--- src/rtl/ifetch_unit_pkg.sv ---
// ----------------------------------------------------------------------------
// ifetch_unit_pkg
// Shared definitions for the instruction fetch unit: FSM state encoding,
// PC increment, reset value of the instruction buffer and a small helper
// for redirect alignment checks.
// ----------------------------------------------------------------------------
package ifetch_unit_pkg;

    typedef enum logic [1:0] {
        ST_IDLE = 2'd0,
        ST_REQ  = 2'd1,
        ST_HOLD = 2'd2
    } fetch_state_e;

    localparam int unsigned PC_INC = 4;
    localparam logic [31:0] NOP    = 32'h0000_0000;

    // A redirect target is word-aligned only when its two LSBs are zero.
    function automatic logic is_misaligned(input logic [1:0] lsb);
        return lsb != 2'b00;
    endfunction

endpackage

--- src/rtl/ifetch_unit_if.sv ---
// ----------------------------------------------------------------------------
// ifetch_unit_if
// Instruction-memory request/acknowledge bus between the fetch unit and imem.
//   req   : fetch request, held until ack
//   addr  : word address of the request
//   ack   : read data valid, single-cycle pulse
//   rdata : instruction word, valid while ack
// Modports: master = fetch unit, slave = instruction memory.
// ----------------------------------------------------------------------------
interface ifetch_unit_if #(
    parameter int AW = 32,
    parameter int DW = 32
);
    logic          req;
    logic [AW-1:0] addr;
    logic          ack;
    logic [DW-1:0] rdata;

    modport master (
        output req,
        output addr,
        input  ack,
        input  rdata
    );

    modport slave (
        input  req,
        input  addr,
        output ack,
        output rdata
    );
endinterface

--- src/rtl/ifetch_unit_inst_buf.sv ---
// ----------------------------------------------------------------------------
// ifetch_unit_inst_buf
// Single-entry instruction buffer presented to decode.
// Ports:
//   i_clk, i_rst_n : clock, async active-low reset
//   i_load         : capture i_inst/i_pc and mark the entry valid
//   i_clear        : invalidate the entry (data/pc are left as they were)
//   i_inst, i_pc   : instruction word and its PC
//   o_valid        : entry valid
//   o_inst, o_pc   : buffered instruction and PC
// ----------------------------------------------------------------------------
module ifetch_unit_inst_buf
    import ifetch_unit_pkg::*;
#(
    parameter int AW = 32,
    parameter int DW = 32
) (
    input  logic          i_clk,
    input  logic          i_rst_n,
    input  logic          i_load,
    input  logic          i_clear,
    input  logic [DW-1:0] i_inst,
    input  logic [AW-1:0] i_pc,
    output logic          o_valid,
    output logic [DW-1:0] o_inst,
    output logic [AW-1:0] o_pc
);

    logic          r_valid;
    logic [DW-1:0] r_inst;
    logic [AW-1:0] r_pc;

    always_ff @(posedge i_clk or negedge i_rst_n) begin
        if (!i_rst_n) begin
            r_valid <= 1'b0;
            r_inst  <= DW'(NOP);
            r_pc    <= '0;
        end else if (i_load) begin
            r_valid <= 1'b1;
            r_inst  <= i_inst;
            r_pc    <= i_pc;
        end else if (i_clear) begin
            r_valid <= 1'b0;
        end
    end

    assign o_valid = r_valid;
    assign o_inst  = r_inst;
    assign o_pc    = r_pc;

endmodule

--- src/rtl/ifetch_unit.sv ---
// ----------------------------------------------------------------------------
// ifetch_unit
// Fetches the instruction at the current PC over the imem req/ack bus,
// buffers it for decode (valid/ready) and returns the next PC to the pc
// register: redirect target, PC+4 on an accepted fetch, or PC when stalled.
//
//   state   | meaning
//   --------+--------------------------------------------------------------
//   IDLE    | one cycle after reset release, no request
//   REQ     | request raised at {i_pc[AW-1:2],2'b00}, waiting for ack
//   HOLD    | instruction buffered, waiting for decode to take it
//
// Ports:
//   i_clk, i_rst_n   : clock, async active-low reset
//   i_pc / o_next_pc : current PC in, next PC out (combinational)
//   imem             : instruction memory bus (master side)
//   i_redirect(_pc)  : branch/jump redirect pulse and target
//   o_inst_valid, o_inst, o_inst_pc, i_inst_ready : decode handshake
//   o_addr_err       : pulse, cycle after a misaligned redirect target
//   o_inst_count     : delivered-instruction counter, wraps
// ----------------------------------------------------------------------------
module ifetch_unit
    import ifetch_unit_pkg::*;
#(
    parameter int AW    = 32,
    parameter int DW    = 32,
    parameter int CNT_W = 16
) (
    input  logic             i_clk,
    input  logic             i_rst_n,
    input  logic [AW-1:0]    i_pc,
    output logic [AW-1:0]    o_next_pc,
    ifetch_unit_if.master    imem,
    input  logic             i_redirect,
    input  logic [AW-1:0]    i_redirect_pc,
    output logic             o_inst_valid,
    output logic [DW-1:0]    o_inst,
    output logic [AW-1:0]    o_inst_pc,
    input  logic             i_inst_ready,
    output logic             o_addr_err,
    output logic [CNT_W-1:0] o_inst_count
);

    localparam logic [AW-1:0] W_PC_INC = AW'(PC_INC);

    fetch_state_e     r_state;
    fetch_state_e     w_state_nxt;
    logic             r_kill;
    logic             w_kill_nxt;
    logic             r_addr_err;
    logic [CNT_W-1:0] r_count;

    logic             w_fire;
    logic             w_xfer;
    logic             w_buf_load;
    logic             w_buf_clear;

    // Ack that belongs to the live request; a killed request's ack is dropped.
    assign w_fire = (r_state == ST_REQ) && imem.ack && !r_kill;
    assign w_xfer = o_inst_valid && i_inst_ready;

    always_ff @(posedge i_clk or negedge i_rst_n) begin
        if (!i_rst_n) begin
            r_state <= ST_IDLE;
            r_kill  <= 1'b0;
        end else begin
            r_state <= w_state_nxt;
            r_kill  <= w_kill_nxt;
        end
    end

    always_comb begin
        w_state_nxt = r_state;
        w_kill_nxt  = r_kill;
        w_buf_load  = 1'b0;
        w_buf_clear = 1'b0;
        case (r_state)
            ST_IDLE: begin
                w_state_nxt = ST_REQ;
            end
            ST_REQ: begin
                if (imem.ack) begin
                    // Any ack ends the outstanding request; keep the data only
                    // if neither an earlier nor a same-cycle redirect hit it.
                    w_kill_nxt = 1'b0;
                    if (!r_kill && !i_redirect) begin
                        w_buf_load  = 1'b1;
                        w_state_nxt = ST_HOLD;
                    end
                end else if (i_redirect) begin
                    w_kill_nxt = 1'b1;
                end
            end
            ST_HOLD: begin
                if (w_xfer || i_redirect) begin
                    w_buf_clear = 1'b1;
                    w_state_nxt = ST_REQ;
                end
            end
            default: begin
                w_state_nxt = ST_IDLE;
            end
        endcase
    end

    always_comb begin
        o_next_pc = i_pc;
        if (i_redirect) begin
            o_next_pc = {i_redirect_pc[AW-1:2], 2'b00};
        end else if (w_fire) begin
            o_next_pc = i_pc + W_PC_INC;
        end
    end

    always_ff @(posedge i_clk or negedge i_rst_n) begin
        if (!i_rst_n) begin
            r_addr_err <= 1'b0;
        end else begin
            r_addr_err <= i_redirect && is_misaligned(i_redirect_pc[1:0]);
        end
    end

    always_ff @(posedge i_clk or negedge i_rst_n) begin
        if (!i_rst_n) begin
            r_count <= '0;
        end else if (w_xfer) begin
            r_count <= r_count + CNT_W'(1);
        end
    end

    ifetch_unit_inst_buf #(
        .AW (AW),
        .DW (DW)
    ) u_inst_buf (
        .i_clk   (i_clk),
        .i_rst_n (i_rst_n),
        .i_load  (w_buf_load),
        .i_clear (w_buf_clear),
        .i_inst  (imem.rdata),
        .i_pc    (i_pc),
        .o_valid (o_inst_valid),
        .o_inst  (o_inst),
        .o_pc    (o_inst_pc)
    );

    assign imem.req     = (r_state == ST_REQ);
    assign imem.addr    = {i_pc[AW-1:2], 2'b00};
    assign o_addr_err   = r_addr_err;
    assign o_inst_count = r_count;

endmodule

--- src/flat_wrapper.sv ---
// flat-port wrapper written by rule: the top's interface ports become plain ports
module ifetch_unit_flat import ifetch_unit_pkg::*;
#(
    parameter int AW    = 32,
    parameter int DW    = 32,
    parameter int CNT_W = 16
)
  (i_clk, i_rst_n, i_pc, o_next_pc, i_redirect, i_redirect_pc, o_inst_valid, o_inst, o_inst_pc, i_inst_ready, o_addr_err, o_inst_count, imem_req, imem_addr, imem_ack, imem_rdata);
  ifetch_unit_if #(.AW(AW), .DW(DW)) imem_i ();
  input  logic i_clk;
  input  logic i_rst_n;
  input  logic [AW-1:0] i_pc;
  output logic [AW-1:0] o_next_pc;
  input  logic i_redirect;
  input  logic [AW-1:0] i_redirect_pc;
  output logic o_inst_valid;
  output logic [DW-1:0] o_inst;
  output logic [AW-1:0] o_inst_pc;
  input  logic i_inst_ready;
  output logic o_addr_err;
  output logic [CNT_W-1:0] o_inst_count;
  output wire logic [$bits(imem_i.req)-1:0] imem_req;
  output wire logic [$bits(imem_i.addr)-1:0] imem_addr;
  input wire logic [$bits(imem_i.ack)-1:0] imem_ack;
  input wire logic [$bits(imem_i.rdata)-1:0] imem_rdata;
  assign imem_req = imem_i.req;
  assign imem_addr = imem_i.addr;
  assign imem_i.ack = imem_ack;
  assign imem_i.rdata = imem_rdata;
  ifetch_unit #(.AW(AW), .DW(DW), .CNT_W(CNT_W)) u_core (.i_clk(i_clk), .i_rst_n(i_rst_n), .i_pc(i_pc), .o_next_pc(o_next_pc), .imem(imem_i), .i_redirect(i_redirect), .i_redirect_pc(i_redirect_pc), .o_inst_valid(o_inst_valid), .o_inst(o_inst), .o_inst_pc(o_inst_pc), .i_inst_ready(i_inst_ready), .o_addr_err(o_addr_err), .o_inst_count(o_inst_count));
endmodule
--- config.mk ---
export PLATFORM = sky130hd
export DESIGN_NAME = ifetch_unit_flat
export DESIGN_NICKNAME = d
export VERILOG_FILES = /design/src/rtl/ifetch_unit_pkg.sv /design/src/rtl/ifetch_unit_if.sv /design/src/rtl/ifetch_unit_inst_buf.sv /design/src/rtl/ifetch_unit.sv /design/src/flat_wrapper.sv
export SDC_FILE = /design/constraint.sdc
export NUM_CORES = 1
export LEC_CHECK = 0
export ABC_CLOCK_PERIOD_IN_PS = 2150
export BUFFER_PORTS_ARGS = -buffer_cell sky130_fd_sc_hd__buf_2
export CAP_MARGIN = 20
export CORE_MARGIN = 1.5
export CORE_UTILIZATION = 46
export DETAILED_ROUTE_END_ITERATION = 8
export PLACE_DENSITY = 0.8
export SETUP_SLACK_MARGIN = 0.02
export SLEW_MARGIN = 25
export SYNTH_ARGS = -nofsm -noshare
export SYNTH_HDL_FRONTEND = slang
export SYNTH_HIERARCHICAL = 1
export SYNTH_SLANG_ARGS = --single-unit
--- constraint.sdc ---
create_clock -name i_clk -period 2.15 [get_ports i_clk]
set_clock_uncertainty 0.05 [all_clocks]
set_input_delay 0.215 -clock i_clk [delete_from_list [all_inputs] [get_ports i_clk]]
set_output_delay 0.215 -clock i_clk [all_outputs]
set_load 0.02 [all_outputs]
==> flow_summary_export.csv, run 1 <==
group,metric,value,unit
run_status,status,"finished with violations",
run_status,violations,"setup timing",
worst_setup_path,end_kind,"output port",
synthesis,synth_top_cell_area_share,44.8,%
synthesis,synthTopCellsByArea,"dfrtp_1 (45%), mux2_4 (15%), buf_4 (5.1%), xnor2_1 (4.8%), mux2_2 (4.3%)",
worst_hold_path,hp-class,"in2reg",
placement,post-place-ws,-0.000944,ns
synthesis,synth-seq-cells,85,
clocking,worstSkewPairLatency,0.34,ns
die,die_h,105,um
die,dieArea,0.0109,sq mm
detailed_routing,wire_per_inst,16.0,um
timing,final_hold_viol_count,0,
grt,grt_pass1_wl,19800,um
synthesis,netlist_area,0.00475,sq mm
timing,rsz0062_at_grt,"true",
worst_setup_path,worstPathRequired,1.88,ns
synthesis,syn_area_per_cell,11.7,sq um
clocking,cts_buffers,9,
synthesis,ys_seq_area_share,44.8,%
timing,setup_slack,-0.314,ns
clocking,htreeDepth,3,
clocking,cts.reportedPaths.clkPinSlew,0.09,ns
worst_setup_path,critPathLaunchType,"flop",
placement,place_congestion,0.846,
synthesis,synth_cell_type_count,39,
clocking,cts_buffer_depth,2,
die,io_pins,248,
detailed_routing,drtIter0Drc,163,
grt,overflow,0,
detailed_routing,first_pass_iters,4,
detailed_routing,drc,0,
detailed_routing,vias,4001,
timing,period_minus_slack,2.46,ns
layout,instances_no_fill,803,
timing,maxSlewViolCount,0,
worst_setup_path,cp_max_fo,6,
timing,slew-limit-headroom,58.7,%
clocking,cts_tree,"done",
clocking,cts.sinks,85,
grt,grt_util_all_layers,22.5,%
layout,nNetsFinal,769,
die,initial_core_util,47.9,%
worst_setup_path,worstSetupPathType,"reg2out",
timing,worstMarginPinSlew,0.619,ns
layout,drive_above_1_share,61.6,%
layout,syn_to_final_growth,40.3,%
detailed_routing,routed_wl,12800,um
placement,dp_cells,774,
synthesis,yosys.cell_count.top_type,"dfrtp_1",
power,leakagePower,3.36,nW
timing,max_freq,0.406,GHz
synthesis,synth-edff-count,0,
timing,setup_viol,29,
placement,hpwl,9410,um
placement,portBuffers,245,
synthesis,yosys_warnings,6,
timing,period_share,115,%
clocking,clock-root-buffer,"clkbuf_8",
power,peakVddDrop,0.000732,V
power,p_per_area,1110,mW/mm^2
synthesis,synth_cells,406,
worst_setup_path,cp.arrival,2.20,ns
synthesis,synthArstFlopShare,100,%
detailed_routing,via_per_inst,4.98,
detailed_routing,antenna_left,0,
die,die_w,105,um
synthesis,synth_ff_type,"dfrtp_1",
grt,grt_pass1_vias,4073,
die,num_rows,36,
die,core_area,0.00991,sq mm
job,cap_violations,0,
grt,antenna_found_initial,0,
timing,setup_tns,-5.74,ns
layout,n_antenna_cell,0,
synthesis,yosysTopAreaCell,"dfrtp_1",
synthesis,synth_common_cells,"dfrtp_1 (85), mux2_4 (49), nand2_1 (47)",
grt,grt_max_degree,48,
[where the power goes]
group          total, mW  internal [mW]  switching [mW]
Combinational       3.52           1.65            1.87
Sequential          2.72           2.29           0.427
Clock               1.15          0.546           0.603
Total               7.38           4.48            2.90
[cells by family after synthesis]
family / Yosys count / share of synthesized area (%)
adder cells (fa/ha/maj): 2 / 0.527
buffers and inverters: 55 / 8.20
flip-flops: 85 / 44.8
other: 1 / 0.0790
AND/OR/NAND/NOR: 117 / 14.6
multiplexers: 68 / 20.0
XOR/XNOR: 44 / 8.12
AO/OA/AOI/OAI: 34 / 3.74
[worst paths after layout]
check | startpoint | to | slack [ns] | cells past startpoint
worst max-delay path | u_core/r_kill | o_next_pc[19] | -0.31 | 7
worst min-delay path | i_redirect_pc[0] | u_core/o_addr_err | 0.03 | 2
worst max register to register | u_core/r_kill | u_core/u_inst_buf/o_inst[29] | 0.16 | 7
worst min register to register | u_core/o_inst_count[15] | u_core/o_inst_count[15] | 0.44 | 1
max in group asynchronous | i_rst_n | u_core/u_inst_buf/o_pc[15] | 1.06 | 3
min in group asynchronous | i_rst_n | u_core/u_inst_buf/o_pc[25] | 0.38 | 2
[per-stage QoR]
stage | power, mW | hold WS [ns] | cell area, sq um | util (%)
2_1_floorplan | 4.94 | -0.131 | 4770 | -
3_3_place_gp | 6.05 | 0.212 | 6130 | 61.8
3_5_place_dp | 6.14 | 0.222 | 6130 | 61.8
4_1_cts | 7.37 | 0.00649 | 6450 | 65.1
5_1_grt | 7.77 | 0.0208 | 6660 | 67.2
6_report | 7.38 | 0.0307 | 6660 | 67.2
[sequential cells by signal (all words and copies together) (netlist names)]
name,flops
u_core/u_inst_buf/o_inst,32
u_core/r_kill,1
u_core/o_inst_count,16
u_core/o_addr_err,1
u_core/u_inst_buf/o_valid,1
u_core/r_state,2
u_core/u_inst_buf/o_pc,32
[layer usage]
layer | vias to the layer above | GRT usage, % | wire length, um
li1 | 1882 | - | -
met1 | 1929 | 26.9 | 5250
met2 | 171 | 40.5 | 6530
met3 | 19 | 4.30 | 822
met4 | 0 | 7.44 | 230
met5 | - | 0 | 0
[layout by cell type (no fill, tap or decap), drive strengths merged, types with 9 or more instances in the layout]
| master | n |
|---|---|
| buf | 296 |
| nand2 | 47 |
| dfrtp | 85 |
| nand4 | 13 |
| o21ai | 28 |
| xor2 | 18 |
| clkbuf | 9 |
| xnor2 | 26 |
| nand3 | 14 |
| inv | 9 |
| mux2 | 67 |
| nor2 | 10 |
[what timing repair did]
item                                    4_1_cts  5_1_grt
endpoints found under the setup margin       28       28
pin swaps                                     7       19
cloned                                        0        1
buffers inserted                              3       10
hold buffers                                  1        0
gates resized for setup                      31       41
endpoints found under the hold margin        45        0
[final cells by class]
class / instances / area [sq um]
inverter: 6 / 22.5
tap: 133 / 166
clock inverter: 6 / 71.3
sequential: 85 / 2130
fill: 761 / 3250
timing repair buffer: 297 / 1760
clock buffer: 9 / 124
multi-input combinational: 267 / 2390
[worst max-delay path, cell delays in order (launching register included)]
cell and delay [ns]:
dfrtp_1 0.38, nand4bb_1 0.22, or4_4 0.53, buf_6 0.16, nor3_4 0.15, xnor2_2 0.15
o21ai_1 0.08, buf_4 0.17
(Power assumes the default switching activity.)
==> run 2: changes to the inputs <==
CORE_ASPECT_RATIO = 1.1   (was not set)
CTS_CLUSTER_DIAMETER = 80   (was not set)
==> run 2 against run 1 <==
- utilization fell by 2.2 points
- the flow still finishes with violations (setup timing)
- critical path type unchanged
- power is 2.2% lower
- non-clock buffer count fell by 6
- combinational power about the same
- clock power decreased by 14%
==> flow_summary_export.csv, run 2 (synthesized netlist as in run 1, its figures left out) <==
group,metric,value,unit
run_status,status,"finished with violations",
run_status,violations,"setup timing",
grt,grt_util_met2,41.4,%
layout,stdcell_area,0.00647,sq mm
power,swShare,39.4,%
job,cap_violations,0,
worst_setup_path,worstPathRequired,1.88,ns
layout,final_common_cell,"buf_2",
timing,setup_tns,-6.13,ns
power,combPwrFrac,48.4,%
timing,setup_slack,-0.346,ns
detailed_routing,routed_wl,12700,um
layout,nNetsFinal,763,
timing,period_share,116,%
placement,post-place-ws,0.00111,ns
detailed_routing,vias,3990,
grt,use_met1,26.3,%
worst_setup_path,r2r-end,"u_core/u_inst_buf/o_inst[30]",
worst_setup_path,cp_max_fo,6,
worst_hold_path,holdPathStages,2,
power,peakVddDrop,0.000673,V
detailed_routing,drtIter0Drc,151,
clocking,cts.sinks,85,
die,dieArea,0.0109,sq mm
placement,place_congestion,0.951,
worst_setup_path,rrSetupSlack,0.34,ns
timing,rsz0062_at_grt,"true",
placement,placed_area,0.00607,sq mm
timing,holdWs,0.0346,ns
die,die_h,110,um
timing,max_freq,0.401,GHz
power,p_sw,2.85,mW
grt,met3_usage,5.09,%
grt,grt_pass1_vias,3946,
detailed_routing,wire_per_inst,16.2,um
timing,maxSlewViolCount,0,
worst_setup_path,end_kind,"output port",
layout,nFillCells,790,
timing,worstMarginPinSlew,0.505,ns
timing,setup_viol,26,
grt,grt_busiest_layer,"met2",
clocking,worstSkewPairLatency,0.34,ns
clocking,cts_tree,"done",
power,p_seq_share,37.9,%
layout,n_antenna_cell,0,
worst_setup_path,worstSetupPathType,"reg2out",
die,die_w,99.9,um
layout,drive_above_1_share,60.0,%
worst_hold_path,min_delay_worst_endpoint,"u_core/r_kill",
worst_setup_path,r2r_start,"u_core/r_state[1]",
detailed_routing,via_per_inst,5.10,
grt,antenna_found_initial,0,
die,io_pins,248,
grt,overflow,0,
timing,period_minus_slack,2.50,ns
power,leakagePower,3.28,nW
detailed_routing,first_pass_iters,4,
power,power.internal,4.37,mW
clocking,cts.reportedPaths.clkPinSlew,0.08,ns
grt,grt_util_all_layers,23.1,%
clocking,clock-root-buffer,"clkbuf_8",
placement,portBuffers,245,
worst_setup_path,slowest_delay,0.58,ns
clocking,htreeDepth,3,
timing,slew-limit-headroom,66.3,%
detailed_routing,antenna_left,0,
layout,final_util,65.1,%
worst_hold_path,hp-class,"in2reg",
placement,hpwl,9560,um
grt,grt_max_degree,52,
die,initial_core_util,47.8,%
layout,final_cell_mix,"buf_2 (228), dfrtp_1 (85), buf_4 (54)",
worst_setup_path,crit_top_cell,"buf_4",
grt,grt_pass1_wl,19600,um
power,p_per_area,1120,mW/mm^2
worst_setup_path,cp.arrival,2.23,ns
worst_setup_path,worstPathCellList,"nand4bb_1, or4_4, buf_4, nor4_4, xnor2_1, o21ai_2, buf_4",
die,core_area,0.00994,sq mm
worst_hold_path,hp-start,"imem_ack",
worst_setup_path,critPathLaunchType,"flop",
worst_setup_path,cp_slowest_cell,"or4_4",
clocking,cts_buffer_depth,2,
detailed_routing,drc,0,
timing,final_hold_viol_count,0,
worst_setup_path,reg2reg_depth,5,
power,p_clk_share,13.7,%
clocking,cts_buffers,9,
layout,syn_to_final_growth,36.2,%
die,num_rows,38,
-- run 2: changes by cell type in the layout (fill, tap and decap cells not counted), moves of 5 or more --
cell | previous run | this run
o21ai_1 | 24 | 19
o21ai_0 | 0 | 5
buf_2 | 217 | 228
nand2_2 | 6 | 0
nand2_1 | 41 | 47
buf_4 | 66 | 54
-- run 2: timing repair --
action,in CTS,in global routing
pin swaps,9,8
setup endpoints to repair,28,27
endpoints found under the hold margin,34,0
gates cloned,0,0
buffers inserted,3,8
gates resized for setup,24,14
hold buffers,1,0
-- run 2: layer usage --
metal  wire [um]  share of wire, %  vias to the layer above
li1            -                 -                     1864
met5           0                 0                        -
met3         718               5.6                       25
met4         340               2.7                        0
met2        6670                52                      168
met1        4990                39                     1933
-- run 2: layout make-up --
cell class	count	area, sq um	share of cell area [%]
clock buffers	12	155	2.40
clock inverters	2	10.0	0.155
inverters	6	22.5	0.348
multi-input cells	267	2340	36.1
flip-flops and latches	85	2130	32.9
well taps	120	150	2.32
repair buffers	291	1660	25.7
-- run 2: worst max path at each step --
stage,from,end,slack (ns)
6_report,u_core/r_state[1],o_next_pc[21],-0.35
5_1_grt,u_core/r_kill,o_next_pc[15],-0.51
4_1_cts,u_core/r_state[1],o_next_pc[31],-0.31
3_5_place_dp,u_core/r_kill,o_next_pc[31],0.001
3_3_place_gp,u_core/r_kill,o_next_pc[27],0.03
2_1_floorplan,u_core/r_state[1],o_next_pc[31],-0.03
-- run 2: power by group through the flow --
| stage | logic, mW | clock network (mW) | registers, mW |
|---|---|---|---|
| after detailed placement | 3.42 | 0 | 2.74 |
| after global placement | 3.36 | 0 | 2.70 |
| after floorplan | 1.38 | 0 | 3.56 |
| after CTS | 3.46 | 1.03 | 2.74 |
| after global routing | 3.69 | 1.10 | 2.82 |
| final | 3.50 | 0.992 | 2.73 |
-- run 2: worst max-delay path: cells and delay by family, from the launching register on --
kind | cells | cell delay (ns)
compound gates | 1 | 0.07
buf+inv | 2 | 0.34
flops | 1 | 0.39
xor+xnor | 1 | 0.17
simple gates | 3 | 0.92
-- run 2: metrics by stage --
| step | instances | total power [mW] |
|---|---|---|
| final | 783 | 7.22 |
| after global routing | 783 | 7.61 |
| after CTS | 776 | 7.22 |
| after detailed placement | 758 | 6.16 |
| after global placement | 758 | 6.06 |
| after floorplan | 407 | 4.94 |
==> run 3: changes to the inputs <==
HOLD_SLACK_MARGIN = 0.06   (was not set)
==> run 3 against run 2 <==
- the flow still finishes with violations (setup timing)
- power rose by 1.3%
- largest cell class unchanged
- utilization is 3.6 points higher
- non-clock buffer count grew 36
- count of clock-buffer cells in the layout unchanged
==> flow_summary_export.csv, run 3 (synthesized netlist as in run 1, its figures left out) <==
group,metric,value,unit
worst_setup_path,path_buf_inv,2,
placement,hpwl,9560,um
die,io_pins,248,
layout,final_cell_mix,"buf_2 (228), dfrtp_1 (85), buf_4 (54)",
timing,max_freq,0.402,GHz
worst_setup_path,startpoint,"u_core/r_state[1]",
die,die_w,99.9,um
timing,final_hold_viol_count,0,
detailed_routing,antenna_left,0,
placement,portBuffers,245,
clocking,cts_buffers,9,
detailed_routing,via_per_inst,5.04,
worst_setup_path,slowest_delay,0.58,ns
worst_setup_path,r2r_start,"u_core/r_state[1]",
grt,grt_pass1_vias,4227,
timing,worstMarginPinSlew,0.506,ns
layout,n_antenna_cell,0,
power,leakagePower,3.43,nW
layout,final_common_cell,"buf_2",
detailed_routing,routed_wl,13600,um
die,core_area,0.00994,sq mm
run_status,status,"finished with violations",
power,total_power,7.32,mW
power,p_per_area,1070,mW/mm^2
grt,grt_max_degree,52,
power,peakVddDrop,0.000764,V
worst_setup_path,worstPathRequired,1.88,ns
layout,regArea,0.00213,sq mm
timing,maxSlewViolCount,0,
detailed_routing,vias,4125,
timing,period_minus_slack,2.49,ns
clocking,cts_tree,"done",
worst_setup_path,cp.arrival,2.22,ns
clocking,cts.sinks,85,
worst_setup_path,crit_top_cell,"buf_4",
layout,syn_to_final_growth,43.8,%
grt,antenna_found_initial,0,
die,die_h,110,um
clocking,clock-root-buffer,"clkbuf_8",
detailed_routing,first_pass_iters,4,
worst_hold_path,hp-start,"i_redirect_pc[1]",
worst_setup_path,cp_slowest_cell,"or4_4",
die,dieArea,0.0109,sq mm
layout,nFillCells,731,
grt,grt_util_all_layers,24.8,%
detailed_routing,drtIter0Drc,167,
die,num_rows,38,
timing,rsz0062_at_grt,"true",
timing,setup_viol,26,
clocking,worstSkewPairLatency,0.34,ns
clocking,cts_buffer_depth,2,
worst_setup_path,cp_max_fo,6,
timing,slew-limit-headroom,66.3,%
detailed_routing,wire_per_inst,16.6,um
die,initial_core_util,47.8,%
worst_setup_path,worstPathCellList,"nand4bb_1, or4_4, buf_4, nor4_4, xnor2_1, o21ai_2, buf_4",
layout,nNetsFinal,799,
worst_hold_path,hp-class,"in2reg",
clocking,cts.reportedPaths.clkPinSlew,0.08,ns
job,cap_violations,0,
detailed_routing,drc,0,
run_status,violations,"setup timing",
worst_setup_path,crit_family,"simple AND/OR/NAND/NOR gates",
grt,overflow,0,
grt,grt_pass1_wl,21000,um
clocking,htreeDepth,3,
placement,place_congestion,0.951,
worst_setup_path,worstSetupPathType,"reg2out",
layout,multi_input_area,0.00234,sq mm
timing,setup_slack,-0.339,ns
timing,holdWs,0.0816,ns
timing,period_share,116,%
layout,drive_above_1_share,56.9,%
worst_setup_path,critPathLaunchType,"flop",
worst_setup_path,end_kind,"output port",
==> run 3: changes by cell type in the layout (fill, tap and decap cells not counted) <==
cell           delta
dlygate4sd3_1    +36
==> run 3: cell type report <==
class / count / share of cell area, %
clock inverters: 2 / 0.147
flip-flops and latches: 85 / 31.2
inverters: 6 / 0.330
multi-input cells: 267 / 34.2
repair buffers: 327 / 29.7
well taps: 120 / 2.20
clock buffers: 12 / 2.27
==> run 3: worst paths after layout <==
path | slack (ns) | to | cells after the start
worst max-delay path | -0.34 | o_next_pc[21] | 7
worst max register to register | 0.33 | u_core/u_inst_buf/o_inst[31] | 5
max in group asynchronous | 1.05 | u_core/u_inst_buf/o_inst[28] | 3
worst min register to register | 0.43 | u_core/o_inst_count[15] | 1
min in group asynchronous | 0.37 | u_core/u_inst_buf/o_pc[2] | 2
worst min-delay path | 0.08 | u_core/o_addr_err | 2
==> run 3: worst reg2reg max path, cell delays in order (launching register included) <==
cell	delay, ns
dfrtp_1	0.39
nand4bb_1	0.20
buf_4	0.20
nor2_4	0.12
buf_12	0.32
mux2_2	0.44
==> run 3: layer usage <==
layer	routed length [um]	global-route usage [%]
met4	340	10.4
met5	0	0
met1	5220	27.7
met2	7320	45.6
met3	736	5.40
==> run 3: stage by stage <==
step	util (%)	cells	setup slack, ns	cell area (sq um)	setup TNS, ns
6_report	68.7	819	-0.339	6830	-6.14
5_1_grt	68.7	819	-0.505	6830	-9.86
4_1_cts	67.6	812	-0.310	6710	-6.00
3_5_place_dp	61.1	758	0.00111	6070	0
3_3_place_gp	61.1	758	0.0314	6070	0
2_1_floorplan	-	407	-0.0295	4770	-0.0499
==> run 3: power by group <==
group          switching, mW  leakage [nW]  total (mW)  internal [mW]
logic                   1.92          2.32        3.58           1.66
clock network          0.528        0.0881       0.996          0.468
registers              0.449          1.02        2.74           2.29
total                   2.90          3.43        7.32           4.42
==> run 3: what timing repair did <==
action	CTS	global route
buffers inserted	3	8
gates resized for setup	24	14
hold buffers	37	0
endpoints found under the hold margin	70	0
pin swaps	9	8
setup endpoints to repair	28	27
